==> src/rtl/bram_sdp_stream_reader.sv <==
// bram_sdp_stream_reader
// Read engine for a simple dual-port BRAM with a one-cycle registered read.
// It takes a (start address, length) command and streams that many
// consecutive words out on a valid/ready interface. A 4-entry buffer absorbs
// the RAM read latency.
//
// Ports
//   clk, rst_n            clock shared with the BRAM; async active-low reset
//   cmd_valid/cmd_ready   command handshake; cmd_addr = first word,
//                         cmd_len = word count (0 is accepted and ignored)
//   ram_read_addr, ram_q  BRAM read port (q answers last cycle's address)
//   out_valid/out_ready   output stream handshake; out_data = word,
//                         out_last = final word of the command
//   busy                  a command is in progress
//
// state | meaning
// IDLE  | waiting for a command, cmd_ready high
// RUN   | issuing reads while the buffer has credit
// DRAIN | all reads issued, waiting for the last word to leave
`timescale 1ns/1ps
module bram_sdp_stream_reader #(
    parameter int DATA_WIDTH = 8,
    parameter int ADDR_WIDTH = 6
) (
    input  logic                  clk,
    input  logic                  rst_n,
    input  logic                  cmd_valid,
    output logic                  cmd_ready,
    input  logic [ADDR_WIDTH-1:0] cmd_addr,
    input  logic [ADDR_WIDTH:0]   cmd_len,
    output logic [ADDR_WIDTH-1:0] ram_read_addr,
    input  logic [DATA_WIDTH-1:0] ram_q,
    output logic                  out_valid,
    input  logic                  out_ready,
    output logic [DATA_WIDTH-1:0] out_data,
    output logic                  out_last,
    output logic                  busy
);

    localparam int DEPTH = 4;

    typedef enum logic [1:0] {IDLE, RUN, DRAIN} state_t;

    state_t state, state_next;

    logic [1:0]            rst_sync;
    logic                  rst_int;
    logic [ADDR_WIDTH-1:0] addr_cnt;
    logic [ADDR_WIDTH-1:0] addr_hold;
    logic [ADDR_WIDTH:0]   remaining;
    logic                  pend;
    logic                  pend_last;
    logic [DATA_WIDTH-1:0] buf_data [DEPTH];
    logic                  buf_last [DEPTH];
    logic [1:0]            wr_ptr;
    logic [1:0]            rd_ptr;
    logic [2:0]            occ;
    logic                  cmd_fire;
    logic                  issue;
    logic                  last_issue;
    logic                  push;
    logic                  pop;

    // Reset asserts immediately and releases two edges later, in step with clk.
    always_ff @(posedge clk or negedge rst_n) begin
        if (!rst_n) rst_sync <= 2'b00;
        else        rst_sync <= {rst_sync[0], 1'b1};
    end
    assign rst_int = rst_sync[1];

    assign cmd_ready = (state == IDLE);
    assign busy      = (state != IDLE);
    assign cmd_fire  = cmd_valid && (state == IDLE);

    // Credit counts the word still in flight from the RAM, so the buffer can
    // never overflow. Only registered terms are used: no path from out_ready.
    assign issue      = (state == RUN) && ((occ + {2'b00, pend}) < 3'd4);
    assign last_issue = issue && (remaining == (ADDR_WIDTH+1)'(1));
    assign push       = pend;
    assign pop        = out_valid && out_ready;

    // The RAM registers its address, so the issue address goes out
    // combinationally. This keeps the first word one cycle earlier.
    assign ram_read_addr = issue ? addr_cnt : addr_hold;

    assign out_valid = (occ != 3'd0);
    assign out_data  = buf_data[rd_ptr];
    assign out_last  = out_valid && buf_last[rd_ptr];

    always_comb begin
        state_next = state;
        case (state)
            IDLE:    if (cmd_fire && (cmd_len != '0)) state_next = RUN;
            RUN:     if (last_issue)                  state_next = DRAIN;
            DRAIN:   if (pop && out_last)             state_next = IDLE;
            default: state_next = IDLE;
        endcase
    end

    always_ff @(posedge clk or negedge rst_int) begin
        if (!rst_int) begin
            state     <= IDLE;
            addr_cnt  <= '0;
            addr_hold <= '0;
            remaining <= '0;
            pend      <= 1'b0;
            pend_last <= 1'b0;
            wr_ptr    <= 2'd0;
            rd_ptr    <= 2'd0;
            occ       <= 3'd0;
            for (int i = 0; i < DEPTH; i++) begin
                buf_data[i] <= '0;
                buf_last[i] <= 1'b0;
            end
        end else begin
            state     <= state_next;
            pend      <= issue;
            pend_last <= last_issue;
            if (cmd_fire) begin
                addr_cnt  <= cmd_addr;
                remaining <= cmd_len;
            end else if (issue) begin
                addr_cnt  <= addr_cnt + ADDR_WIDTH'(1);
                remaining <= remaining - (ADDR_WIDTH+1)'(1);
            end
            if (issue) addr_hold <= addr_cnt;
            if (push) begin
                buf_data[wr_ptr] <= ram_q;
                buf_last[wr_ptr] <= pend_last;
                wr_ptr           <= wr_ptr + 2'd1;
            end
            if (pop) rd_ptr <= rd_ptr + 2'd1;
            occ <= occ + {2'b00, push} - {2'b00, pop};
        end
    end

    always_ff @(posedge clk) begin
        if (rst_int && push) assert (occ != 3'd4);
    end

endmodule

==> config.mk <==
export PLATFORM = sky130hd
export DESIGN_NAME = bram_sdp_stream_reader
export DESIGN_NICKNAME = d
export VERILOG_FILES = /design/src/rtl/bram_sdp_stream_reader.sv
export SDC_FILE = /design/constraint.sdc
export NUM_CORES = 1
export LEC_CHECK = 0
export BUFFER_PORTS_ARGS = -buffer_cell sky130_fd_sc_hd__buf_2
export CORE_MARGIN = 3
export CORE_UTILIZATION = 57
export CTS_CLUSTER_DIAMETER = 30
export DETAILED_ROUTE_END_ITERATION = 8
export PLACE_DENSITY = 0.89
export SLEW_MARGIN = 20
export SYNTH_ARGS = -nofsm -noshare
export SYNTH_HDL_FRONTEND = slang
export SYNTH_SLANG_ARGS = --single-unit
==> constraint.sdc <==
create_clock -name clk -period 3 [get_ports clk]
set_input_delay 0.6 -clock clk [delete_from_list [all_inputs] [get_ports clk]]
set_output_delay 0.6 -clock clk [all_outputs]
set_load 0.1 [all_outputs]
==> flow_metrics.env <==
export IMPL_critPathRequiredTime_ps=2400
export IMPL_cp_data_arrival_time_ps=2290
export IMPL_drcViolationCount=0
export IMPL_ys_seq_area_frac=0.544
export IMPL_final_common_cell="dfrtp_1"
export IMPL_synth_xor_area_frac=0.0192
export IMPL_dp_slack_ps=150
export IMPL_path_max_fanout=12
export IMPL_worstMarginPinSlew_ps=806
export IMPL_die_h_um=80.1
export IMPL_num_rows=26
export IMPL_final_cell_mix="dfrtp_1, mux2_2, buf_2"
export IMPL_syn_area_um2=3130
export IMPL_cts_max_path_buffers=2
export IMPL_grt_first_pass_wirelength_um=9780
export IMPL_drt_wl_total_um=5820
export IMPL_synth_cell_types=42
export IMPL_synthTopCellsByArea="dfrtp_1, mux2_2, mux4_2"
export IMPL_hold_violations=0
export IMPL_route_vias_total=2014
export IMPL_area_delta_synth_final_pct=19.1
export IMPL_drtPass1Iterations=4
export IMPL_synth_edf_count=0
export IMPL_cap_violations=0
export IMPL_outcome="complete, no violations"
export IMPL_setup_viol=0
export IMPL_post_drt_wl_per_cell_um=15.8
export IMPL_ant_nets=0
export IMPL_endpoint_kind="output pin"
export IMPL_slowest_stage="dfrtp_2"
export IMPL_cts_sinks=68
export IMPL_timing_critical_path_buf_inv=2
export IMPL_ys_async_sr_fraction=1.00
export IMPL_slew_violations=0
export IMPL_setup_slack_ps=108
export IMPL_yosys_area_share_simple=0.0919
export IMPL_synth_compound_area_share=0.0711
export IMPL_gp_congestion=0.817
export IMPL_clock_latency_ps=340
export IMPL_yosysTopAreaCellShare=0.544
export IMPL_final_min_period_over_clock_period=0.964
export IMPL_fin_crit_ps=2890
export IMPL_ys_warn_count=0
export IMPL_dieArea_um2=6420
export IMPL_fin_worst_skew_ps=12.4
export IMPL_slew_headroom=0.463
export IMPL_avgSynthCellArea_um2=13.0
export IMPL_cts_tree="yes"
export IMPL_slowest_delay_ps=460
export IMPL_die_x_um=80.1
export IMPL_start_kind="flip-flop"
export IMPL_synth_top_cell_by_area="dfrtp_1"
export IMPL_nets=329
export IMPL_antenna_found_initial=0
export IMPL_numCtsBuffers=9
export IMPL_htreeDepth=3
export IMPL_grt_usage=0.203
export IMPL_grt_pass1_vias=2106
export IMPL_cts_root_buf="clkbuf_8"
export IMPL_fill_cells=350
export IMPL_grt_max_degree=67
export IMPL_muxShareOfSynthArea=0.194
export IMPL_diodes=0
export IMPL_core_um2=5200
export IMPL_io_buffers=42
export IMPL_timing_fmax_mhz=346
export IMPL_synth_seq_cells=68
export IMPL_drive_gt1_frac=0.404
export IMPL_cts_clk_slew_worst_paths_ps=70
export IMPL_hold_class="in2async"
export IMPL_dpl_hpwl_um=4060
export IMPL_viasPerCell=5.49
export IMPL_synth_cells=240
export IMPL_synth_top_family_by_area="multiplexers"
export IMPL_critPathKind="reg2out"
export IMPL_cts_hold_buf=0
export IMPL_synth_fp_nets=276
export IMPL_drtIter0Drc=102
export IMPL_io_pins=43
export IMPL_path_cells="ha_1, ha_1, xor2_2, or2_4, inv_4, nand2_1, nand2_1, buf_12"
export IMPL_synth_ff_type="dfrtp_1"
export IMPL_start_util=0.601
export IMPL_globalRouteOverflowTotal=0
export IMPL_crit_family="simple AND/OR/NAND/NOR gates"
export IMPL_synthAdderAreaFrac=0.0440
-- sequential cells by signal, summed over array words and instances, names as in the netlist --
name / cells
buf_data: 32
remaining: 7
addr_cnt: 6
addr_hold: 6
buf_last: 4
occ: 3
rd_ptr: 2
rst_sync: 2
state: 2
wr_ptr: 2
pend: 1
pend_last: 1
-- metal layers --
| metal | global-route usage | vias up | part of all wire |
|---|---|---|---|
| met5 | 0 | - | 0 |
| met4 | 0.0811 | 0 | 0.016 |
| met3 | 0.0572 | 9 | 0.048 |
| met2 | 0.329 | 55 | 0.48 |
| met1 | 0.256 | 990 | 0.46 |
| li1 | - | 960 | - |
-- Yosys cell counts (2+ instances only) --
cell type / count
nor2_1: 8
nor3_1: 4
and2_1: 3
buf_4: 2
xnor2_1: 2
a221o_1: 8
nand3_1: 2
clkbuf_1: 4
nor3b_1: 2
inv_1: 12
mux4_2: 9
mux2_2: 36
nand2b_1: 2
o21ai_0: 6
o22ai_1: 3
and3_1: 2
nand2_1: 25
ha_1: 11
xor2_1: 3
nand3b_1: 2
o21ai_1: 4
dfrtp_1: 68
a21bo_1: 2
buf_6: 2
-- path summary, 6_finish.rpt --
path	startpoint	endpoint	slack, ps	cells after the start
worst min register to register	rst_sync[0]$_DFF_PN0_	rst_sync[1]$_DFF_PN0_	360	0
worst max-delay path	pend$_DFF_PN0_	ram_read_addr[3]	110	8
max in group asynchronous	rst_sync[1]$_DFF_PN0_	pend$_DFF_PN0_	2000	1
worst max register to register	pend$_DFF_PN0_	remaining[4]$_DFFE_PN0P_	650	9
min in group clk	rst_sync[0]$_DFF_PN0_	rst_sync[1]$_DFF_PN0_	360	0
worst min-delay path	rst_n	rst_sync[1]$_DFF_PN0_	30	1
-- per-stage QoR --
step / util / cell area (um^2) / cells / hold slack, ps / TNS [ps]
after floorplan: - / 3140 / 240 / 304 / -115
after global placement: 0.674 / 3510 / 348 / 342 / 0
after detailed placement: 0.674 / 3510 / 348 / 339 / 0
after CTS: 0.706 / 3670 / 363 / 11.4 / 0
after global routing: 0.717 / 3730 / 367 / 10.5 / -4.25
final: 0.717 / 3730 / 367 / 25.1 / 0
-- logic make-up (layout without fill, tap and decap cells) --
kind of cell,Yosys count,in the layout
compound gates,30,30
mux,45,45
buf+inv,22,79
fa+ha+maj,11,11
flops,68,68
simple gates,57,57
other cells,1,1
xor+xnor,6,6
-- timing repair --
| action | in CTS | in global routing |
|---|---|---|
| setup endpoints to repair | 6 | 4 |
| resized for setup | 2 | 1 |
| pin swaps | 0 | 1 |
| setup buffers | 0 | 4 |
-- layout make-up --
cell class | count | area, um^2 | area share
well taps | 70 | 87.6 | 0.0235
flip-flops and latches | 68 | 1700 | 0.457
clock inverters | 2 | 12.5 | 0.00335
repair buffers | 51 | 393 | 0.105
clock buffers | 13 | 149 | 0.0399
multi-input cells | 150 | 1330 | 0.357
inverters | 13 | 51.3 | 0.0138
Power is not shown: default switching activity piles up to over one toggle a cycle in this logic, so the estimate is an artifact.
